==> config.mk <==
export PLATFORM = sky130hd
export DESIGN_NAME = code_to_ppm
export DESIGN_NICKNAME = d
export VERILOG_FILES = /design/src/rtl/ppm_pkg.sv /design/src/rtl/ppm_chan.sv /design/src/rtl/code_to_ppm.sv
export SDC_FILE = /design/constraint.sdc
export NUM_CORES = 1
export LEC_CHECK = 0
export ABC_AREA = 0
export ABC_CLOCK_PERIOD_IN_PS = 4530
export CAP_MARGIN = 20
export CORE_MARGIN = 2
export CORE_UTILIZATION = 55
export CTS_CLUSTER_DIAMETER = 50
export DETAILED_ROUTE_END_ITERATION = 7
export GPL_ROUTABILITY_DRIVEN = 0
export PLACE_DENSITY_LB_ADDON = 0.05
export SLEW_MARGIN = 20
export SYNTH_ARGS = -nofsm -noshare
export SYNTH_HDL_FRONTEND = slang
export SYNTH_SLANG_ARGS = --single-unit
export TNS_END_PERCENT = 5
==> constraint.sdc <==
create_clock -name CLK -period 4.53 [get_ports CLK]
set_input_delay 1.359 -clock CLK [delete_from_list [all_inputs] [get_ports CLK]]
set_output_delay 1.359 -clock CLK [all_outputs]
set_load 0.01 [all_outputs]
==> src/rtl/ppm_pkg.sv <==
// Shared types and helpers for the code-to-PPM pulse generator.
package ppm_pkg;

  localparam int unsigned CODE_W = 16;

  typedef logic [CODE_W-1:0] code_t;

  typedef enum logic {
    IDLE,
    RUN
  } state_t;

  // Keeps every pulse at least one cycle shorter than the frame.
  function automatic code_t clamp_code(input code_t code, input code_t period);
    code_t lim;
    lim = period - code_t'(2);
    return (code > lim) ? lim : code;
  endfunction

endpackage

==> src/rtl/ppm_chan.sv <==
// One PPM channel: double-buffered code with write-side clamp and load forwarding.
module ppm_chan
  import ppm_pkg::*;
#(
  parameter logic [15:0] PERIOD    = 16'd60000,
  parameter logic [15:0] INIT_CODE = 16'd2999
) (
  input  logic        CLK,
  input  logic        RST_N,
  input  logic        we,
  input  logic [15:0] code,
  input  logic        load,
  input  logic [15:0] frame_cnt,
  input  logic        run,
  output logic        pulse
);

  code_t pending;
  code_t shadow;
  code_t code_c;

  assign code_c = clamp_code(code, PERIOD);

  always_ff @(posedge CLK or negedge RST_N) begin
    if (!RST_N) begin
      pending <= INIT_CODE;
      shadow  <= INIT_CODE;
      pulse   <= 1'b0;
    end else begin
      if (we) begin
        pending <= code_c;
      end
      // A write coinciding with a frame-boundary load bypasses pending.
      if (load) begin
        shadow <= we ? code_c : pending;
      end
      pulse <= run && (frame_cnt <= shadow);
    end
  end

endmodule

==> src/rtl/code_to_ppm.sv <==
// Multi-channel PPM pulse generator: shared frame timebase, per-channel pulse width CODE+1.
module code_to_ppm
  import ppm_pkg::*;
#(
  parameter int unsigned NCH       = 4,
  parameter logic [15:0] PERIOD    = 16'd60000,
  parameter logic [15:0] INIT_CODE = 16'd2999
) (
  input  logic              CLK,
  input  logic              RST_N,
  input  logic              EN,
  input  logic [16*NCH-1:0] CODE,
  input  logic [NCH-1:0]    CODE_WE,
  output logic [NCH-1:0]    PPM,
  output logic              FRAME_SYNC,
  output logic              ACTIVE
);

  state_t state;
  state_t state_nx;
  code_t  frame_cnt;
  code_t  cnt_nx;
  logic   run;
  logic   wrap;
  logic   load;

  assign run  = (state == RUN);
  assign wrap = run && (frame_cnt == PERIOD - 16'd1);

  always_comb begin
    state_nx = state;
    cnt_nx   = frame_cnt;
    load     = 1'b0;
    unique case (state)
      IDLE: begin
        cnt_nx = '0;
        if (EN) begin
          state_nx = RUN;
          load     = 1'b1;
        end
      end
      RUN: begin
        if (wrap) begin
          cnt_nx = '0;
          load   = 1'b1;
          if (!EN) begin
            state_nx = IDLE;
          end
        end else begin
          cnt_nx = frame_cnt + 16'd1;
        end
      end
      default: begin
        state_nx = IDLE;
        cnt_nx   = '0;
      end
    endcase
  end

  always_ff @(posedge CLK or negedge RST_N) begin
    if (!RST_N) begin
      state      <= IDLE;
      frame_cnt  <= '0;
      FRAME_SYNC <= 1'b0;
      ACTIVE     <= 1'b0;
    end else begin
      state      <= state_nx;
      frame_cnt  <= cnt_nx;
      FRAME_SYNC <= run && (frame_cnt == '0);
      ACTIVE     <= run;
    end
  end

  for (genvar i = 0; i < NCH; i++) begin : g_chan
    ppm_chan #(
      .PERIOD   (PERIOD),
      .INIT_CODE(INIT_CODE)
    ) u_chan (
      .CLK      (CLK),
      .RST_N    (RST_N),
      .we       (CODE_WE[i]),
      .code     (CODE[16*i +: 16]),
      .load     (load),
      .frame_cnt(frame_cnt),
      .run      (run),
      .pulse    (PPM[i])
    );
  end

endmodule
---- Word level (Yosys, flattened, before mapping) ----
Index checks and enable logic that the tools add are counted.
operators by class
  reductions and logical operators ........ 7
  magnitude comparators ................... 8
  mux-type cells .......................... 15
  bitwise operators ....................... 1
  equality and inequality tests ........... 1
  $add $sub $neg .......................... 1
operators with widths
  kind                                                   count
  2-to-1 mux 16 bit                                      9
  greater-than comparator 16 bit, second input constant  4
  less-or-equal comparator 16 bit                        4
  one-hot mux 16 bit (2 select lines)                    1
  adder 16 x 1 -> 16 bit, second input constant          1
  == test 16 bit, second input constant                  1
  logical NOT 16 bit                                     1
  logical AND 1 bit                                      6
  one-hot mux 1 bit (2 select lines)                     2
  2-to-1 mux 1 bit                                       3
  NOT 1 bit                                              1
word-level totals
  bits in registers ....................... 151
  input bits .............................. 71
  logic and storage cells ................. 49
  output and inout bits ................... 6

---- Longest topological paths before layout ----
  depth after elaboration ................. 4
  depth in mapped cells ................... 9
  depth with buffers taken out ............ 7

---- Hierarchy ----
From an unflattened synthesis, not the netlist that was laid out.
unflattened totals
  cell total of the unflattened synthesis .. 847
  area total of the unflattened synthesis .. 8,326.7 um^2
modules (own cells, without submodules)
  module       cells an instance  instances  area an instance (um^2)  sequential area each (um^2)
  ppm_chan     188                4          1,838.0                  848.3
  code_to_ppm  95                 1          974.7                    475.5

---- Worst setup path before layout ----
Ideal clock, no wire load.
  path type ............................... input -> register
  start ................................... in CODE[12]
  end ..................................... reg g_chan[0].u_chan.shadow[6]
  setup slack ............................. 1.593 ns
  library setup time ...................... 0.130 ns
  cell stages on the path ................. 5
  path buffers ............................ 1
  data arrival time ....................... 2.807 ns
  cells stage by stage .................... or4b_1 -> or4_4 -> o311ai_2 -> buf_4 -> a31oi_1
on the way
  cells in the longest elaborated chain, start to end .. 3
RTL lines
  item                            RTL line           text
  start: declaration              code_to_ppm.sv:12  input logic [16*NCH-1:0] CODE,
  greater-than comparator 16 bit  ppm_pkg.sv:17      return (code > lim) ? lim : code;
  2-to-1 mux 16 bit               ppm_pkg.sv:17
  2-to-1 mux 16 bit               n/a
  end signal: assignment          ppm_chan.sv:35     shadow <= we ? code_c : pending;
  end: declaration                ppm_chan.sv:19     code_t shadow;
Every way passes these cells.
A chain may end at the register's enable or synchronous reset.

---- Worst setup path in the final report ----
  start ................................... in CODE[12]
  end ..................................... reg g_chan[0].u_chan.shadow[10]
Same word-level chain as after synthesis.

==> implementation parameters <==
Parameter                              Value

CTS
  Largest buffer count on any clock path    2
  Number of buffers created by CTS    17
  Hold-fix buffers at CTS    0
  Sink count of the clock tree    ~150
  Clk_lat worst skew    about 0.43 ns
  CTS H-tree depth    4
  Quantity of gates resized following cts    0
  Post-CTS setup buffer count    0
  Clock root buffer    sky130_fd_sc_hd__clkbuf_16
  Clock tree from TritonCTS    yes
  CTS clk-pin slew, worst paths    around 0.06 ns

Detailed routing
  Vias per std cell    ~6
  Vias    ~6000
  DR pass1 iterations    5
  Initial detailed-routing violation count    397
  Post-detailed-route count of antenna-violating nets    0
  Average routed wire per standard cell    about 17 um
  Detailed-route DRC error count    0
  Total routed wirelength    17.5 mm

STA
  Clock Skew    approximately 0.0073 ns
  Actual transition at the worst max-transition pin    around 0.97 ns
  Final count of hold timing violations    0
  Setup ws final    roughly 1.4 ns
  Fmax achieved    0.319 GHz
  Setup repair after global routing missed its margin    no
  Setup-failing EPs final    0
  Final period utilization    between 60% and 70%
  Final max-slew violation count    0
  Hold WS    0.486 ns
  Clock period minus final worst setup slack    about 3.1 ns
  Total negative setup slack    0 ns
  Rel. slew slack    35.1%

Finish
  Number of nets in the layout    approximately 1000
  Signed area change from the synthesized netlist to the final layout    19.0%
  Fraction of final layout cells sized beyond drive strength 1    between 15 and 20%
  Diodes inserted    0
  Fill cell total of the finished layout    1143
  Top library cells by usage in the layout, fill and taps aside    79 x sky130_fd_sc_hd__dfrtp_1, 78 x sky130_fd_sc_hd__inv_1, 75 x sky130_fd_sc_hd__clkdlybuf4s50_1, 72 x sky130_fd_sc_hd__dfstp_2, 69 x sky130_fd_sc_hd__nor2_1
  Most frequent standard cell in the layout excluding fill and tap cells    sky130_fd_sc_hd__dfrtp_1
  Final design area excluding fillers    between 9000 and 10000 um^2

Place
  Dpl cell area    around 9000 um^2
  Quantity of I/O buffers inserted on ports    76
  Detailed-placement wirelength estimate    roughly 12 mm
  Worst slack, placed    about 0.95 ns

Logic synthesis
  Count of distinct cell types in the synthesized netlist    between 50 and 60
  Cell area after technology mapping    ~8200 um^2
  EDFF count, synth    0
  Leading register cell type out of synthesis    sky130_fd_sc_hd__dfrtp_1
  Mean post-synth cell area    10.3 um^2
  Synthesis-stage register bit count    between 150 and 200
  Number of nets produced by synthesis    a little over 900
  Post-synthesis async set-or-reset flop share    100%
  Sequential share of the synthesized area    roughly 47%
  Yosys warning total    0
  Synth Instances    between 700 and 800

Floorplan
  # rows    44
  Starting density of the core    between 50 and 60%
  Number of primary I/O pins    77
  Die Y    between 100 and 150 um
  Core area    about 15000 um^2
  Die width    126 um
  Total Die Area    ~16000 um^2

Flow run
  Max_cap viols    0

Min path
  Origin of the worst min-delay path    g_chan[1].u_chan.pending[11]$_DFF_PN1_
  Hold Crit Class    flip-flop to flip-flop

Power
  Pwr Density    between 300 and 400 nW/um^2
  P_leak    between 4 and 5 nW
  Peak ir drop on the vdd network    about 0.27 mV

Setup path
  Type of element launching the critical path    input port
  Worst flop-to-flop path startpoint    frame_cnt[10]$_DFF_PN0_
  Crit path kind    input port to flip-flop
  Crit path capture type    flip-flop
  Largest driver fanout on the critical path    22
  Crit path from    CODE[12]
  Worst path required time    around 4.8 ns
  Arrival time reported for the critical path endpoint    around 3.4 ns

Global routing
  Largest net degree at the start of global routing    92
  Global-route wire length before repair    29.8 mm
  Number of antenna violations at the first check in global routing    0
  GR Overflow Total    0
  Via count of the first global-routing pass    ~6300
  All-layer global routing usage    a little under a quarter

Status
  Run status    completed
-- path summary, 6_finish.rpt --
| path | to | slack (ns) | cells past startpoint |
|---|---|---|---|
| max reg2reg | g_chan[1].u_chan.shadow[13]$_DFFE_PN0P_ | 1.91 | 5 |
| min | g_chan[1].u_chan.pending[11]$_DFF_PN1_ | 0.49 | 2 |
| max | g_chan[0].u_chan.shadow[10]$_DFFE_PN0P_ | 1.39 | 6 |
| min reg2reg | g_chan[1].u_chan.pending[11]$_DFF_PN1_ | 0.49 | 2 |
| max in group asynchronous | g_chan[0].u_chan.shadow[8]$_DFFE_PN1P_ | 2.70 | 2 |
| min in group asynchronous | g_chan[2].u_chan.pending[6]$_DFF_PN0_ | 0.99 | 1 |
-- worst max-delay path, cell delays in order --
cell                              delay [ns]
sky130_fd_sc_hd__clkdlybuf4s50_1        0.49
sky130_fd_sc_hd__or4b_1                 0.58
sky130_fd_sc_hd__a211oi_1               0.44
sky130_fd_sc_hd__o311ai_4               0.32
sky130_fd_sc_hd__nand3_1                0.15
sky130_fd_sc_hd__o21ai_0                0.09
-- metrics by stage --
| step | power [mW] | utilization (%) | instances |
|---|---|---|---|
| after global placement | 1.87 | 62.5 | 1024 |
| final | 3.49 | 67.3 | 1055 |
| after global routing | 3.63 | 67.3 | 1055 |
| after CTS | 3.52 | 67.2 | 1055 |
| after detailed placement | 1.89 | 62.6 | 1024 |
| after floorplan | 1.73 | - | 794 |
-- logic make-up (layout without fill, tap and decap cells) --
family / after synthesis / in the layout / synth area share [%]
and+or+nand+nor: 240 / 240 / 15.1
DFF: 151 / 151 / 47.1
AOI/OAI and AO/OA: 140 / 140 / 11.5
buffers and inverters: 116 / 193 / 5.93
muxes: 68 / 68 / 8.91
adders and majority gates: 66 / 66 / 10.1
xor gates and xnor gates: 13 / 13 / 1.39
-- cell usage after synthesis, types with 27 or more instances --
| cell type | number | area, um^2 |
|---|---|---|
| sky130_fd_sc_hd__nand3_1 | 29 | 145 |
| sky130_fd_sc_hd__mux2_2 | 41 | 462 |
| sky130_fd_sc_hd__a21oi_1 | 30 | 150 |
| sky130_fd_sc_hd__mux2i_1 | 27 | 270 |
| sky130_fd_sc_hd__a31oi_1 | 28 | 175 |
| sky130_fd_sc_hd__nor2_1 | 69 | 259 |
| sky130_fd_sc_hd__nand2_1 | 31 | 116 |
| sky130_fd_sc_hd__dfstp_2 | 72 | 1890 |
| sky130_fd_sc_hd__inv_1 | 78 | 293 |
| sky130_fd_sc_hd__ha_1 | 66 | 826 |
| sky130_fd_sc_hd__dfrtp_1 | 79 | 1980 |
-- where the power goes --
part | total, mW | internal [mW] | switching (mW)
sequential | 1.52 | 1.48 | 0.0374
combinational | 0.350 | 0.172 | 0.178
clock | 1.62 | 1.07 | 0.541
-- state kept, by name (all words and copies together) (netlist names) --
name                   flops
FRAME_SYNC                 1
run                        1
frame_cnt                 16
g_chan.u_chan.pulse        4
ACTIVE                     1
g_chan.u_chan.pending     64
g_chan.u_chan.shadow      64
-- layer usage --
layer,wire [um],global-route usage [%],part of all wire [%],up-vias
met4,448,9.44,2.6,0
li1,-,-,-,2958
met1,7780,30.0,44,3014
met3,759,5.52,4.3,47
met2,8500,38.0,49,144
met5,0,0,0,-
-- area by class of cell --
cell class / count / area (um^2) / share of cell area (%)
inverters: 78 / 293 / 3.00
clock buffers: 23 / 478 / 4.89
repair buffers: 84 / 835 / 8.54
well taps: 184 / 230 / 2.36
flip-flops and latches: 151 / 3870 / 39.6
multi-input cells: 527 / 3880 / 39.7
clock inverters: 8 / 194 / 1.98
Power figures use the tool's default switching activity.
